===== src/rtl/btn_conditioner.sv =====
// btn_conditioner: per-channel two-flop synchroniser, debounce, and press/release pulses.
// Long-press / auto-repeat pulses are built only when BTN_CONDITIONER_LONG_PRESS_EN is defined.
module btn_conditioner #(
    parameter int N             = 3,
    parameter int DEB_CYCLES    = 1000000,
    parameter int HOLD_CYCLES   = 50000000,
    parameter int REPEAT_CYCLES = 20000000
) (
    input  logic         clk,
    input  logic         rst,
    input  logic [N-1:0] raw_in,
    output logic [N-1:0] level,
    output logic [N-1:0] press,
    output logic [N-1:0] rel,
    output logic [N-1:0] long_press
);

    localparam int            DW       = $clog2(DEB_CYCLES);
    localparam logic [DW-1:0] DEB_LAST = DW'(DEB_CYCLES - 1);

    // Reject configurations the counters cannot represent.
    if (DEB_CYCLES < 2 || HOLD_CYCLES < 1 || REPEAT_CYCLES < 0) begin : g_bad_params
        $error("btn_conditioner: illegal DEB_CYCLES/HOLD_CYCLES/REPEAT_CYCLES");
    end

    logic [N-1:0]  sync_meta;
    logic [N-1:0]  sync;
    logic [N-1:0]  level_nxt;
    logic [DW-1:0] deb_cnt [N];

    // level flips only after DEB_CYCLES consecutive cycles of disagreement.
    always_comb begin
        level_nxt = level;
        for (int i = 0; i < N; i++) begin
            if (sync[i] != level[i] && deb_cnt[i] == DEB_LAST) begin
                level_nxt[i] = sync[i];
            end
        end
    end

    always_ff @(posedge clk or negedge rst) begin
        if (!rst) begin
            sync_meta <= '0;
            sync      <= '0;
            level     <= '0;
            press     <= '0;
            rel       <= '0;
            for (int i = 0; i < N; i++) begin
                deb_cnt[i] <= '0;
            end
        end else begin
            sync_meta <= raw_in;
            sync      <= sync_meta;
            level     <= level_nxt;
            press     <= level_nxt & ~level;
            rel       <= ~level_nxt & level;
            for (int i = 0; i < N; i++) begin
                if (sync[i] == level[i] || level_nxt[i] != level[i]) begin
                    deb_cnt[i] <= '0;
                end else begin
                    deb_cnt[i] <= deb_cnt[i] + 1'b1;
                end
            end
        end
    end

`ifdef BTN_CONDITIONER_LONG_PRESS_EN
    localparam int            LP_MAX    = (HOLD_CYCLES > REPEAT_CYCLES) ? HOLD_CYCLES : REPEAT_CYCLES;
    localparam int            LW        = $clog2(LP_MAX + 1);
    localparam logic [LW-1:0] HOLD_LAST = LW'(HOLD_CYCLES - 1);
    localparam logic [LW-1:0] REP_LAST  = LW'((REPEAT_CYCLES > 0) ? REPEAT_CYCLES - 1 : 0);
    localparam logic [LW-1:0] LP_SAT    = LW'(LP_MAX);
    localparam bit            REP_EN    = (REPEAT_CYCLES > 0);

    logic [LW-1:0] lp_cnt [N];
    logic [N-1:0]  repeating;

    // The counter runs only while level is high now and stays high after this edge,
    // so nothing fires in the release cycle; 'repeating' selects hold vs repeat period.
    always_ff @(posedge clk or negedge rst) begin
        if (!rst) begin
            long_press <= '0;
            repeating  <= '0;
            for (int i = 0; i < N; i++) begin
                lp_cnt[i] <= '0;
            end
        end else begin
            for (int i = 0; i < N; i++) begin
                if (!(level[i] && level_nxt[i])) begin
                    lp_cnt[i]     <= '0;
                    repeating[i]  <= 1'b0;
                    long_press[i] <= 1'b0;
                end else if ((!repeating[i] && lp_cnt[i] == HOLD_LAST) ||
                             (repeating[i] && REP_EN && lp_cnt[i] == REP_LAST)) begin
                    lp_cnt[i]     <= '0;
                    repeating[i]  <= 1'b1;
                    long_press[i] <= 1'b1;
                end else begin
                    long_press[i] <= 1'b0;
                    if (lp_cnt[i] != LP_SAT) begin
                        lp_cnt[i] <= lp_cnt[i] + 1'b1;
                    end
                end
            end
        end
    end
`else
    assign long_press = '0;
`endif

endmodule

===== config.mk =====
export PLATFORM = sky130hd
export DESIGN_NAME = btn_conditioner
export DESIGN_NICKNAME = d
export VERILOG_FILES = /design/src/rtl/btn_conditioner.sv
export SDC_FILE = /design/constraint.sdc
export NUM_CORES = 1
export LEC_CHECK = 0
export BUFFER_PORTS_ARGS = -buffer_cell sky130_fd_sc_hd__buf_2
export CAP_MARGIN = 20
export CORE_ASPECT_RATIO = 2
export CORE_MARGIN = 2
export CORE_UTILIZATION = 35
export DETAILED_ROUTE_END_ITERATION = 6
export PLACE_DENSITY_LB_ADDON = 0.08
export SYNTH_ARGS = -nofsm -noshare
export SYNTH_HDL_FRONTEND = slang
export SYNTH_SLANG_ARGS = --single-unit

===== constraint.sdc =====
create_clock -name clk -period 3 [get_ports clk]
set_clock_uncertainty 0.2 [all_clocks]
set_input_delay 0.3 -clock clk [delete_from_list [all_inputs] [get_ports clk]]
set_output_delay 0.3 -clock clk [all_outputs]
set_load 0.005 [all_outputs]

# After elaboration in Yosys (flattened, before gate mapping)
# Index checks and enable logic that the tools add are counted.
[word_totals]
wordCells = 39
reg_bits = 75
[op_classes]
n_eq_ne = 12
muxes = 6
add_sub_neg = 3
n_bitwise = 4
n_reduce_logical = 6
[ops]
columns = ["cell", "n"]
rows = [
  ["$add A20 B1 Y20 const B", 3],
  ["$eq A20 B20 Y1 const B", 3],
  ["$mux W20", 3],
  ["$and A3 B3 Y3", 2],
  ["$ne A1 B1 Y1", 6],
  ["$not A3 Y3", 2],
  ["$eq A1 B1 Y1", 3],
  ["$logic_and A1 B1 Y1", 3],
  ["$logic_or A1 B1 Y1", 3],
  ["$mux W1", 3],
]

# Logic depth before layout (Yosys ltp)
[logic_depth]
word_depth = 6
depth_mapped = 10
ltp_nobuf = 9

# Least setup slack after synthesis
# No wires, ideal clock.
[synth_timing]
path_kind = "reg2reg"
start = "register deb_cnt[20] (netlist bit)"
end = "register deb_cnt[28] (netlist bit)"
arrival_ns = 2.831
required_ns = 2.668
stages_incl_launch_ff = 11
setup_time_ns = 0.132
setup_slack_ns = -0.163
cell_sequence = "dfrtp_1 -> ha_1 -> nand3_1 -> or2_2 -> nor4_1 -> mux2_2 -> ha_1 -> nand2_1 -> clkbuf_1 -> buf_1 -> nor2_1"
[synth_via]
elab_chain_len = 6
elab_cells_between_ends = 7
classes_between = "add/sub: 1; eq/ne: 2; mux: 2; reduce/logical: 2"
[synth_rtl]
columns = ["element", "line", "rtl"]
rows = [
  ["start: declaration", "29", "logic [DW-1:0] deb_cnt [N];"],
  ["start signal: indexed assignment", "61", "deb_cnt[i] <= deb_cnt[i] + 1'b1;"],
  ["$eq A20 B20 Y1", "35", "if (sync[i] != level[i] && deb_cnt[i] == DEB_LAST) begin"],
  ["$logic_and A1 B1 Y1", "35", ""],
  ["$mux W1", "35", ""],
  ["via level_nxt[1]", "28", "logic [N-1:0] level_nxt;"],
  ["$ne A1 B1 Y1", "58", "if (sync[i] == level[i] || level_nxt[i] != level[i]) begin"],
  ["$logic_or A1 B1 Y1", "58", ""],
  ["$mux W20", "58", ""],
]
# The timed path passes the listed nets, and every way through them passes these cells.

# Worst setup path after layout
[layout_timing]
start = "register deb_cnt[7] (netlist bit)"
end = "register deb_cnt[14] (netlist bit)"
# The elaborated chain is that of the path after synthesis.

==> impl_metrics.py <==
metrics = {
    "clock_tree": {
        "cts_tree": "yes",
        "cts-root-buf": "clkbuf_16",
        "ctsHtreeMaxLevel": 3,
        "cts.sinks": 75,
        "cts_inserted_buffers": 9,
        "clock_path_buffers": 2,
        "cts.clk_slew.worst_paths_ns": 0.06,
        "worstSkewPairLatency_ns": 0.33,
    },
    "layout": {
        "drive_gt1_share_pct": 16.9,
        "diodes": 0,
        "final_area_um2": 4360,
        "fin_nets": 412,
        "final_cell_mix": "dfrtp_1, nor2_1, xnor2_1, nand2_1, buf_4",
        "layout_commonest_cell": "dfrtp_1",
        "syn_to_final_growth_pct": 21.7,
    },
    "worst_setup_path": {
        "crit_top_cell": "nand2_1",
        "worst_ep_required_time_ns": 3.07,
        "endpoint_kind": "register",
        "path_cells": "nor4b_2 -> nand2_1 -> nor4_4 -> mux2_4 -> ha_1 -> or2b_2 -> or4_1 -> nand2_1",
        "crit_family": "simple AND/OR/NAND/NOR gates",
        "cp.arrival_ns": 2.94,
        "crit_path_max_fanout": 5,
        "path_class": "register to register",
        "path_buf_inv": 0,
        "critical-path-slowest-cell": "or4_1",
        "critPathMaxStageDelay_ns": 0.52,
        "cp-start-kind": "register",
    },
    "place": {
        "postPlaceCellArea_um2": 3950,
        "post-dp-hpwl_um": 5320,
        "gp_congestion": 0.752,
        "pre_cts_ws_ns": 0.0349,
        "port_buffers": 13,
    },
    "synthesis": {
        "ys_warn_count": 0,
        "syn_area_um2": 3580,
        "syn_avg_cell_area_um2": 10.0,
        "yosysSeqAreaShare_pct": 52.4,
        "syn_inst": 357,
        "yosys.cell_types.count": 39,
        "ys_seq_elements": 75,
    },
    "global_route": {
        "grt_max_degree": 76,
        "grt_pass1_vias": 2792,
        "grt_pass1_wl_um": 13000,
        "overflow": 0,
        "grt_usage_pct": 15.2,
        "antenna_found_initial": 0,
    },
    "power_and_ir_drop": {
        "p_comb_share_pct": 3.1,
        "p_clk_share_pct": 52.1,
        "p_per_area_nw_per_um2": 530,
        "vdd_drop_max_mv": 0.265,
        "seqPwrFrac_pct": 44.9,
        "p_int_mw": 1.83,
        "switchingPower_uw": 486,
        "p_sw_share_pct": 21.0,
        "power_leakage_nw": 1.79,
    },
    "timing": {
        "fmax_mhz": 348,
        "timing.final.hold_violations": 0,
        "worst_slack_ns": 0.123,
        "rsz0062_at_grt": "true",
        "relSlewSlack_pct": 34.8,
        "period_minus_slack_ns": 2.88,
        "finalCritPeriodShare_pct": 95.9,
        "setup_violations": 0,
        "drv_slew": 0,
        "tightestPinTransition_ns": 0.978,
    },
    "die": {
        "fp.dieW_um": 75.5,
        "core-area_um2": 10000,
        "dieHeight_um": 147,
        "ios": 17,
        "start_util_pct": 35.8,
        "dieArea_um2": 11100,
        "num_rows": 52,
    },
    "detailed_routing": {
        "vias_per_cell": 5.01,
        "drc_errors": 0,
        "ant_nets": 0,
        "wl_um": 7640,
        "wl_per_cell_um": 14.2,
        "vias": 2696,
        "dr.pass1.iters": 4,
        "drtIter0Drc": 148,
    },
    "flow_run": {
        "max_cap_viol_count": 0,
    },
    "hold_path": {
        "hold_path_class": "register to register",
    },
    "outcome": {
        "status": "finished, final reports clean",
    },
}
final cells by class:
class	instances	area [µm²]
Multi-Input combinational cell	260	1650
Timing Repair Buffer	40	280
Clock inverter	5	83.8
Tap cell	135	169
Inverter	12	45.0
Clock buffer	11	253
Sequential cell	75	1880
Fill cell	1006	5660
routing by layer:
| metal | track usage (%) | wire length [µm] | up-vias | share of wire, % |
|---|---|---|---|---|
| met5 | 0 | 0 | - | 0 |
| met4 | 6.49 | 120 | 0 | 1.6 |
| met3 | 3.29 | 121 | 8 | 1.6 |
| met2 | 25.7 | 4190 | 16 | 55 |
| met1 | 18.1 | 3210 | 1331 | 42 |
| li1 | - | - | 1341 | - |
timing repair:
item / CTS / global route
setup endpoints to repair: 0 / 3
setup buffers: 0 / 0
gates resized for setup: 0 / 6
hold endpoints to repair: 78 / 0
hold buffers: 4 / 0
registers in the layout (all words and copies together) (netlist names):
name	cells
deb_cnt	60
level	3
press	3
rel	3
sync	3
sync_meta	3
worst paths after layout:
check,startpoint,to,slack (ns),cells after the start
worst min register to register,sync_meta[1]$_DFF_PN0_,sync[1]$_DFF_PN0_,0.15,0
worst max-delay path,deb_cnt[7]$_DFF_PN0_,deb_cnt[14]$_DFF_PN0_,0.12,8
max in group asynchronous,rst,deb_cnt[51]$_DFF_PN0_,1.50,2
worst min-delay path,sync_meta[1]$_DFF_PN0_,sync[1]$_DFF_PN0_,0.15,0
min in group asynchronous,rst,press[2]$_DFF_PN0_,0.46,2
worst max register to register,deb_cnt[7]$_DFF_PN0_,deb_cnt[14]$_DFF_PN0_,0.12,8
kinds of logic (layout without fill, tap and decap cells):
| kind of cell | after synthesis | after routing | synth area share, % |
|---|---|---|---|
| compound gates | 34 | 34 | 5.41 |
| xor+xnor | 38 | 38 | 9.29 |
| fa+ha+maj | 9 | 9 | 3.14 |
| buf+inv | 24 | 68 | 3.07 |
| flops | 75 | 75 | 52.4 |
| mux | 6 | 6 | 1.78 |
| other cells | 1 | 3 | 0.105 |
| simple gates | 170 | 170 | 24.8 |
metrics by stage:
stage / power, mW / setup TNS (ns) / hold WS [ns] / util [%] / instances
2_1_floorplan: 1.09 / 0 / -0.196 / - / 359
5_1_grt: 2.41 / -0.00221 / 0.159 / 43.5 / 538
6_report: 2.31 / 0 / 0.149 / 43.5 / 538
3_3_place_gp: 1.12 / 0 / 0.133 / 39.4 / 518
3_5_place_dp: 1.13 / 0 / 0.141 / 39.4 / 518
4_1_cts: 2.35 / 0 / 0.155 / 43.1 / 538
synthesized netlist by cell type:
master,count,share of area (%)
dfrtp_1,75,52
nor2_1,44,4.6
xnor2_1,27,6.6
nand2_1,25,2.6
nand3_1,21,2.9
nor4_1,16,2.8
a21oi_1,15,2.1
nand4_1,14,2.4
inv_1,12,1.3
or4_1,12,2.5
xor2_1,11,2.7
o21ai_0,10,1.4
or3_1,10,1.7
ha_1,9,3.1
nor3_1,9,1.3
clkbuf_1,6,0.63
o31ai_1,5,1.0
and3_1,4,0.70
buf_4,3,0.63
mux2_2,3,0.94
mux2i_1,3,0.84
and2_1,2,0.35
and4_1,2,0.49
nor2b_1,2,0.35
o211ai_1,2,0.42
or2_2,2,0.35
a211oi_1,1,0.21
a31o_2,1,0.24
and3_2,1,0.21
buf_1,1,0.10
buf_2,1,0.14
buf_6,1,0.31
conb_1,1,0.10
nand3_2,1,0.28
nand3b_1,1,0.21
nand4b_1,1,0.24
nor4b_1,1,0.24
or2b_2,1,0.24
or3_2,1,0.21
power by group through the flow:
stage	combinational, mW	clock, mW	sequential, mW
after floorplan	0.0314	0	1.05
after global placement	0.0692	0	1.06
after detailed placement	0.0691	0	1.06
after CTS	0.0740	1.24	1.04
after global routing	0.0819	1.29	1.04
final	0.0707	1.20	1.04
Power figures use the tool's default switching activity.
